<file path="config.mk">
export PLATFORM = sky130hd
export DESIGN_NAME = ram_arbiter
export DESIGN_NICKNAME = d
export VERILOG_FILES = /design/src/rtl/ram_arbiter.sv
export SDC_FILE = /design/constraint.sdc
export NUM_CORES = 1
export LEC_CHECK = 0
export CORE_ASPECT_RATIO = 1.1
export CORE_MARGIN = 3
export CORE_UTILIZATION = 35
export DETAILED_ROUTE_END_ITERATION = 7
export GPL_ROUTABILITY_DRIVEN = 0
export PLACE_DENSITY = 0.78
export SLEW_MARGIN = 30
export SYNTH_ARGS = -nofsm -noshare
export SYNTH_HDL_FRONTEND = slang
export SYNTH_SLANG_ARGS = --single-unit
</file>
<file path="constraint.sdc">
create_clock -name i_clock -period 2.8 [get_ports i_clock]
set_clock_uncertainty 0.1 [all_clocks]
set_input_delay 0.7 -clock i_clock [delete_from_list [all_inputs] [get_ports i_clock]]
set_output_delay 0.7 -clock i_clock [all_outputs]
set_load 0.02 [all_outputs]
</file>
<file path="src/rtl/ram_arbiter.sv">
// ram_arbiter
//   Shares one single-port data RAM between two masters: port 0 (data bus)
//   and port 1 (debug/loader). One access is in flight at a time. The
//   req->ack latency is fixed at 3 cycles: IDLE (grant) -> ISSUE (strobe)
//   -> RESP (capture) -> ack pulse in the following IDLE cycle.
//
// Ports
//   i_clock, i_reset            rising-edge clock, asynchronous active-low reset
//   i_mN_req / i_mN_write       request (held until ack) and direction (1=write)
//   i_mN_address / _write_data  operands, captured once at grant
//   o_mN_read_data              read result, valid while o_mN_ack=1
//   o_mN_ack                    one-cycle completion pulse
//   o_ram_read_enable / o_ram_write_enable   one-cycle RAM strobes
//   o_ram_address / o_ram_write_data         RAM operands (hold between accesses)
//   i_ram_read_data             RAM data, valid the cycle after the read strobe
//   o_busy                      high while an access is in progress
module ram_arbiter #(
  parameter int DATA_WIDTH  = 16,
  parameter int ADDR_WIDTH  = 16,
  parameter int ROUND_ROBIN = 1
) (
  input  logic                  i_clock,
  input  logic                  i_reset,
  input  logic                  i_m0_req,
  input  logic                  i_m0_write,
  input  logic [ADDR_WIDTH-1:0] i_m0_address,
  input  logic [DATA_WIDTH-1:0] i_m0_write_data,
  output logic [DATA_WIDTH-1:0] o_m0_read_data,
  output logic                  o_m0_ack,
  input  logic                  i_m1_req,
  input  logic                  i_m1_write,
  input  logic [ADDR_WIDTH-1:0] i_m1_address,
  input  logic [DATA_WIDTH-1:0] i_m1_write_data,
  output logic [DATA_WIDTH-1:0] o_m1_read_data,
  output logic                  o_m1_ack,
  output logic                  o_ram_read_enable,
  output logic                  o_ram_write_enable,
  output logic [ADDR_WIDTH-1:0] o_ram_address,
  output logic [DATA_WIDTH-1:0] o_ram_write_data,
  input  logic [DATA_WIDTH-1:0] i_ram_read_data,
  output logic                  o_busy
);

  typedef enum logic [1:0] {
    IDLE  = 2'd0,
    ISSUE = 2'd1,
    RESP  = 2'd2
  } state_t;

  state_t                r_state,          w_state_next;
  logic                  r_last_grant,     w_last_grant_next;
  logic                  r_grant,          w_grant_next;
  logic                  r_write,          w_write_next;
  logic [ADDR_WIDTH-1:0] r_ram_address,    w_ram_address_next;
  logic [DATA_WIDTH-1:0] r_ram_write_data, w_ram_write_data_next;
  logic                  r_ram_re,         w_ram_re_next;
  logic                  r_ram_we,         w_ram_we_next;
  logic                  r_m0_ack,         w_m0_ack_next;
  logic                  r_m1_ack,         w_m1_ack_next;
  logic [DATA_WIDTH-1:0] r_m0_read_data,   w_m0_read_data_next;
  logic [DATA_WIDTH-1:0] r_m1_read_data,   w_m1_read_data_next;
  logic                  r_busy,           w_busy_next;

  logic w_m0_eligible;
  logic w_m1_eligible;
  logic w_winner;

  // A master whose ack is currently high is completing; its still-high req
  // belongs to the finished access and must not start a second one.
  assign w_m0_eligible = i_m0_req & ~r_m0_ack;
  assign w_m1_eligible = i_m1_req & ~r_m1_ack;

  always_comb begin
    if (w_m0_eligible && w_m1_eligible) begin
      w_winner = (ROUND_ROBIN != 0) ? ~r_last_grant : 1'b0;
    end else begin
      w_winner = w_m1_eligible;
    end
  end

  always_comb begin
    w_state_next          = r_state;
    w_last_grant_next     = r_last_grant;
    w_grant_next          = r_grant;
    w_write_next          = r_write;
    w_ram_address_next    = r_ram_address;
    w_ram_write_data_next = r_ram_write_data;
    w_ram_re_next         = 1'b0;
    w_ram_we_next         = 1'b0;
    w_m0_ack_next         = 1'b0;
    w_m1_ack_next         = 1'b0;
    w_m0_read_data_next   = r_m0_read_data;
    w_m1_read_data_next   = r_m1_read_data;
    w_busy_next           = r_busy;

    unique case (r_state)
      IDLE: begin
        w_busy_next = 1'b0;
        if (w_m0_eligible || w_m1_eligible) begin
          w_grant_next          = w_winner;
          w_last_grant_next     = w_winner;
          w_write_next          = w_winner ? i_m1_write      : i_m0_write;
          w_ram_address_next    = w_winner ? i_m1_address    : i_m0_address;
          w_ram_write_data_next = w_winner ? i_m1_write_data : i_m0_write_data;
          w_ram_we_next         = w_write_next;
          w_ram_re_next         = ~w_write_next;
          w_busy_next           = 1'b1;
          w_state_next          = ISSUE;
        end
      end
      ISSUE: begin
        w_busy_next  = 1'b1;
        w_state_next = RESP;
      end
      RESP: begin
        // Read data from the RAM is valid now; writes leave read_data alone.
        if (r_grant) begin
          w_m1_ack_next = 1'b1;
          if (!r_write) w_m1_read_data_next = i_ram_read_data;
        end else begin
          w_m0_ack_next = 1'b1;
          if (!r_write) w_m0_read_data_next = i_ram_read_data;
        end
        w_busy_next  = 1'b0;
        w_state_next = IDLE;
      end
      default: begin
        w_busy_next  = 1'b0;
        w_state_next = IDLE;
      end
    endcase
  end

  always_ff @(posedge i_clock or negedge i_reset) begin
    if (!i_reset) begin
      r_state          <= IDLE;
      r_last_grant     <= 1'b1;  // port 0 wins the first contention
      r_grant          <= 1'b0;
      r_write          <= 1'b0;
      r_ram_address    <= '0;
      r_ram_write_data <= '0;
      r_ram_re         <= 1'b0;
      r_ram_we         <= 1'b0;
      r_m0_ack         <= 1'b0;
      r_m1_ack         <= 1'b0;
      r_m0_read_data   <= '0;
      r_m1_read_data   <= '0;
      r_busy           <= 1'b0;
    end else begin
      r_state          <= w_state_next;
      r_last_grant     <= w_last_grant_next;
      r_grant          <= w_grant_next;
      r_write          <= w_write_next;
      r_ram_address    <= w_ram_address_next;
      r_ram_write_data <= w_ram_write_data_next;
      r_ram_re         <= w_ram_re_next;
      r_ram_we         <= w_ram_we_next;
      r_m0_ack         <= w_m0_ack_next;
      r_m1_ack         <= w_m1_ack_next;
      r_m0_read_data   <= w_m0_read_data_next;
      r_m1_read_data   <= w_m1_read_data_next;
      r_busy           <= w_busy_next;
    end
  end

  assign o_m0_read_data     = r_m0_read_data;
  assign o_m0_ack           = r_m0_ack;
  assign o_m1_read_data     = r_m1_read_data;
  assign o_m1_ack           = r_m1_ack;
  assign o_ram_read_enable  = r_ram_re;
  assign o_ram_write_enable = r_ram_we;
  assign o_ram_address      = r_ram_address;
  assign o_ram_write_data   = r_ram_write_data;
  assign o_busy             = r_busy;

endmodule
</file>
==> results.py, run 1 <==
metrics = {
    "status": {
        "status": "completed",
    },
    "pwr": {
        "power.static_leakage_nw": 2.08,
        "peakVddDrop_mv": 0.504,
        "cellPowerDensity_nw_per_um2": 1160,
    },
    "critical_path": {
        "max_stage_delay_ns": 0.64,
        "crit_path_end_kind": "primary output",
        "arrival_ns": 1.36,
        "timing.critical_path.buf_inv": 1,
        "cp_max_fo": 3,
        "cp-start-kind": "register",
        "crit_path_top_delay_cell": "clkdlybuf4s50_1",
        "reg2reg_slack_ns": 0.91,
        "required_ns": 2.00,
        "critPathTopFamily": "buffers and inverters",
        "path_class": "register to primary output",
        "path_cells": "clkdlybuf4s50_1",
        "reg2reg_depth": 3,
        "rr_startpoint": "r_state[0]$_DFFE_PN0P_",
        "worstReg2RegEnd": "o_m0_read_data[8]$_DFFE_PN0P_",
    },
    "clocking": {
        "path_clk_slew_ns": 0.08,
        "clkSinkCount": 74,
        "cts_resized": 0,
        "hold_buffers": 0,
        "cts_buffers": 9,
        "cts_tree": "built",
        "cts_setup_buffers": 0,
        "cts_buffer_depth": 2,
        "root_buffer": "clkbuf_8",
        "cts-htree-levels": 3,
        "insertion_delay_ns": 0.34,
    },
    "final_layout": {
        "multi_input_area_sq_um": 1100,
        "drive_above_1_share": 0.137,
        "n_fill_cell": 745,
        "finalInstanceArea_sq_um": 4910,
        "area_growth_pct": 58.2,
        "regArea_sq_um": 1850,
        "nNetsFinal": 515,
        "diodes": 0,
    },
    "timing": {
        "slew_headroom": 0.506,
        "worst_slew_pin_slew_ns": 0.741,
        "min_period_ns": 2.16,
        "rsz0062_at_grt": "false",
        "finalWorstSetupSlack_ns": 0.639,
        "finalSetupViolations": 0,
        "fin_crit_sh": 0.772,
        "fin_tns_setup_ns": 0,
        "drv_slew": 0,
        "hold_viol": 0,
        "fmax_ghz": 0.463,
    },
    "die": {
        "start_util": 0.365,
        "dieWidth_microns": 95.8,
        "die_h_microns": 105,
        "io_pins": 155,
        "rows": 35,
        "die_area_sq_um": 10000,
        "fp.coreArea_sq_um": 8500,
    },
    "logic_synthesis": {
        "synth_top_flop_cell": "dfrtp_1",
        "synth_edf_count": 0,
        "syn_nets": 363,
        "synthesis.area_sq_um": 3100,
        "yosys_register_bits": 74,
        "synth.distinct_cells": 23,
        "netlist.area_leader.share": 0.588,
        "synthTopCellsByArea": "dfrtp_1, a21oi_1, mux2_2",
        "ys_seq_area_frac": 0.597,
        "yosysMostFrequentCell": "dfrtp_1",
        "yosys-top-cells-count": "dfrtp_1, a21oi_1, nand2_1, nor2_1, mux2_2",
        "yosysWarningCount": 0,
        "yosysTopAreaCell": "dfrtp_1",
        "syn_area_per_cell_sq_um": 11.2,
        "synth_cells": 277,
        "async_reset_ff_frac": 1.00,
    },
    "worst_hold_path": {
        "hp-class": "input pin to asynchronous set/reset pin",
    },
    "detailed_routing": {
        "drt_wl_total_mm": 8.43,
        "viasPerCell": 4.81,
        "route.detailed.drc": 0,
        "dr.first_iter.drc_count": 92,
        "dr.pass1.iters": 6,
        "num_vias": 2610,
        "antenna_left": 0,
        "routedWlPerCell_microns": 15.5,
    },
    "grt": {
        "grt_usage": 0.172,
        "grt_overflow": 0,
        "grt_pass1_vias": 2707,
        "grt_max_degree": 75,
        "grt_pass1_wl_mm": 13.2,
        "antenna_found_initial": 0,
    },
    "placed_design": {
        "dp_hpwl_mm": 6.12,
        "io_buffers": 154,
        "post-place-ws_ns": 0.391,
        "placed_area_sq_um": 4700,
    },
    "flow_run": {
        "cap_violations": 0,
    },
}
-- area by class of cell --
type | count | area share
sequential | 74 | 0.377
timing repair buffer | 160 | 0.326
multi-input combinational | 182 | 0.225
clock buffer | 11 | 0.0288
tap | 111 | 0.0283
clock inverter | 3 | 0.0133
inverter | 2 | 0.00153
-- layer usage --
layer / global-route usage / share of wire / vias up
met5: 0 / 0 / -
met4: 0.0671 / 0.021 / 0
met3: 0.0684 / 0.090 / 13
met2: 0.280 / 0.49 / 115
met1: 0.201 / 0.40 / 1246
li1: - / - / 1236
-- flip-flops by register name, summed over array words and instances, names as in the netlist --
| signal | count |
|---|---|
| o_ram_write_data | 16 |
| o_m1_ack | 1 |
| o_m0_read_data | 16 |
| o_m1_read_data | 16 |
| o_ram_address | 16 |
| o_ram_read_enable | 1 |
| o_ram_write_enable | 1 |
| r_last_grant | 1 |
| r_state | 2 |
| r_grant | 1 |
| r_write | 1 |
| o_m0_ack | 1 |
| o_busy | 1 |
-- cells in the final DEF (no fill, tap or decap), drive strengths merged, types with 3 or more instances in the layout --
| master | instances |
|---|---|
| a21oi | 65 |
| nand2b | 3 |
| nand2 | 36 |
| buf | 7 |
| mux2 | 32 |
| dfrtp | 73 |
| nor2 | 34 |
| clkdlybuf4s50 | 153 |
| clkbuf | 11 |
-- stage by stage --
step	hold WS, ns	std cells	util	total power [mW]
finish	0.272	543	0.578	5.71
global route	0.308	543	0.578	6.08
CTS	0.391	543	0.577	5.79
detailed placement	0.381	529	0.553	4.88
global placement	0.353	529	0.553	4.80
floorplan	0.304	277	-	3.50
-- worst max-delay path by stage --
stage                        from                             to  slack [ns]  depth (start not counted)
6_report       o_m0_ack$_DFF_PN0_                       o_m0_ack        0.64                          1
5_1_grt        o_m0_ack$_DFF_PN0_                       o_m0_ack        0.58                          1
3_3_place_gp             i_m1_req   o_ram_address[1]$_DFFE_PN0P_        0.44                          6
3_5_place_dp             i_m0_req   o_ram_address[1]$_DFFE_PN0P_        0.39                          6
4_1_cts        o_m0_ack$_DFF_PN0_                       o_m0_ack        0.62                          1
2_1_floorplan            i_m0_req  o_ram_address[10]$_DFFE_PN0P_        1.04                          6
-- where the power goes --
group	total, mW	leakage, nW	internal [mW]	switching [mW]
logic	2.94	1.10	1.46	1.48
registers	1.89	0.874	1.60	0.293
clock network	0.882	0.105	0.515	0.367
-- logic make-up (layout without fill, tap and decap cells) --
logic type	after synthesis	in the layout	share of synthesized area
flops	74	74	0.597
mux	32	32	0.128
compound gates	70	70	0.115
buf+inv	21	176	0.0484
simple gates	80	80	0.112
No activity file was read; power rests on OpenSTA's default activity.
==> inputs of run 2 (changes only) <==
Settings changed: PLACE_DENSITY 0.78 to 0.81.
Clock period 2.8 ns to 1.82 ns, I/O delays scaled along.
==> results.py, run 2 (synthesis results as in run 1) <==
metrics = {
    "grt": {
        "grt_max_degree": 38,
        "grt_use_met2": 0.297,
        "grt_util_met3": 0.0634,
        "grt_pass1_vias": 2865,
        "grt_overflow": 0,
        "grt_pass1_wl_mm": 13.7,
        "top_usage_layer": "met2",
        "antenna_found_initial": 0,
        "grt_usage": 0.175,
        "met1_usage": 0.204,
    },
    "die": {
        "start_util": 0.365,
        "die_area_sq_um": 10000,
        "die_h_microns": 105,
        "io_pins": 155,
        "rows": 35,
        "fp.coreArea_sq_um": 8500,
        "dieWidth_microns": 95.8,
    },
    "flow_run": {
        "cap_violations": 0,
    },
    "final_layout": {
        "area_growth_pct": 59.5,
        "final_cells": 552,
        "drive_above_1_share": 0.152,
        "utilization": 0.583,
        "regArea_sq_um": 1850,
        "multi_input_area_sq_um": 1100,
        "diodes": 0,
        "nNetsFinal": 522,
        "most-common-layout-cells": "clkdlybuf4s50_1, dfrtp_1, dlygate4sd2_1, a21oi_1, nand2_1",
        "n_fill_cell": 757,
        "mostFrequentLayoutCell": "clkdlybuf4s50_1",
    },
    "clocking": {
        "insertion_delay_ns": 0.34,
        "cts_setup_buffers": 0,
        "cts_buffers": 9,
        "root_buffer": "clkbuf_8",
        "clkSinkCount": 74,
        "cts_tree": "built",
        "cts_buffer_depth": 2,
        "path_clk_slew_ns": 0.08,
        "cts-htree-levels": 3,
    },
    "critical_path": {
        "path_class": "input pin to register",
        "max_stage_delay_ns": 0.46,
        "crit_path_top_delay_cell": "clkdlybuf4s50_1",
        "required_ns": 1.98,
        "path_cells": "clkdlybuf4s50_1 > nand2b_1 > a211o_1 > inv_2 > buf_12 > nor2_1 > a31oi_1",
        "reg2reg_depth": 4,
        "cp_max_fo": 21,
        "cp-start-kind": "input pin",
        "crit_path_end_kind": "register",
        "arrival_ns": 1.85,
    },
    "pwr": {
        "power.static_leakage_nw": 2.24,
        "power_mw": 8.30,
        "peakVddDrop_mv": 0.838,
        "p_int_mw": 4.95,
        "p_clk_frac": 0.150,
        "p_seq_frac": 0.347,
        "cellPowerDensity_nw_per_um2": 1680,
        "switchingPower_mw": 3.35,
        "power_frac_comb": 0.503,
        "switching_share": 0.404,
    },
    "detailed_routing": {
        "drt_wl_total_mm": 8.65,
        "antenna_left": 0,
        "dr.pass1.iters": 4,
        "num_vias": 2661,
        "routedWlPerCell_microns": 15.7,
        "dr.first_iter.drc_count": 86,
        "viasPerCell": 4.82,
        "route.detailed.drc": 0,
    },
    "timing": {
        "min_period_ns": 1.69,
        "worst_slew_pin_slew_ns": 0.378,
        "fmax_ghz": 0.590,
        "fin_tns_setup_ns": 0,
        "hold_viol": 0,
        "whs_ns": 0.385,
        "slew_headroom": 0.748,
        "drv_slew": 0,
        "finalSetupViolations": 0,
        "fin_crit_sh": 0.931,
        "rsz0062_at_grt": "false",
    },
    "placed_design": {
        "io_buffers": 154,
        "dp_hpwl_mm": 6.57,
        "dp.cells": 535,
    },
    "worst_hold_path": {
        "hp-class": "register to register",
        "worstHoldPathCells": 2,
    },
    "status": {
        "status": "completed",
    },
}
[run 2: changes by cell type in the layout (fill, tap and decap cells not counted)]
cell / before / now
dlygate4sd3_1: 0 / 1
buf_6: 1 / 0
clkinvlp_4: 0 / 2
clkinv_4: 0 / 1
inv_6: 0 / 1
clkbuf_8: 10 / 9
bufinv_16: 2 / 1
clkdlybuf4s50_1: 153 / 84
buf_12: 1 / 8
dlygate4sd2_1: 0 / 69
[run 2: cell type report]
cell class | instances | area share
Clock inverter | 6 | 0.0136
Sequential cell | 74 | 0.374
Inverter | 2 | 0.00152
Timing Repair Buffer | 167 | 0.334
Tap cell | 111 | 0.0281
Multi-Input combinational cell | 182 | 0.223
Clock buffer | 10 | 0.0258
[run 2: path summary, 6_finish.rpt]
kind | startpoint | end | slack [ns]
max | i_m1_req | r_write$_DFFE_PN0P_ | 0.13
min | r_last_grant$_DFFE_PN1P_ | r_last_grant$_DFFE_PN1P_ | 0.39
max reg2reg | r_state[1]$_DFFE_PN0P_ | o_m0_read_data[11]$_DFFE_PN0P_ | 0.18
max in group asynchronous | i_reset | o_m1_read_data[11]$_DFFE_PN0P_ | 0.59
min reg2reg | r_last_grant$_DFFE_PN1P_ | r_last_grant$_DFFE_PN1P_ | 0.39
min in group asynchronous | i_reset | o_m1_read_data[6]$_DFFE_PN0P_ | 0.46
[run 2: through the flow]
stage | setup WS [ns] | area, sq um
2_1_floorplan | 0.191 | 3100
3_3_place_gp | -0.212 | 4830
3_5_place_dp | -0.223 | 4830
4_1_cts | 0.134 | 4950
5_1_grt | 0.0446 | 4950
6_report | 0.126 | 4950
[run 2: power by group through the flow]
| stage | sequential, mW | clock (mW) | combinational (mW) |
|---|---|---|---|
| 6_report | 2.88 | 1.25 | 4.17 |
| 3_5_place_dp | 2.95 | 0 | 4.75 |
| 4_1_cts | 2.89 | 1.29 | 4.23 |
| 3_3_place_gp | 2.91 | 0 | 4.63 |
| 5_1_grt | 2.98 | 1.37 | 4.50 |
| 2_1_floorplan | 3.81 | 0 | 1.57 |
[run 2: metal layers]
layer  part of all wire  wire, microns
met3              0.090            775
met4             0.0097             84
met1               0.40           3490
met2               0.50           4310
met5                  0              0
[run 2: critical path, delay by kind of cell]
kind / cells / cell delay [ns]
AOI/OAI and AO/OA: 2 / 0.47
and+or+nand+nor: 2 / 0.17
buffers and inverters: 3 / 0.74
[run 2: repair_timing]
| action | 4_1_cts | 5_1_grt |
|---|---|---|
| resized for setup | 69 | 0 |
| hold buffers | 1 | 0 |
| hold endpoints to repair | 24 | 0 |
| endpoints found under the setup margin | 69 | 0 |
==> inputs of run 3 (changes only) <==
Settings changed: HOLD_SLACK_MARGIN set to 0.08.
==> results of run 3 <==
Final layout, timing and power as in run 2 (identical DEF).
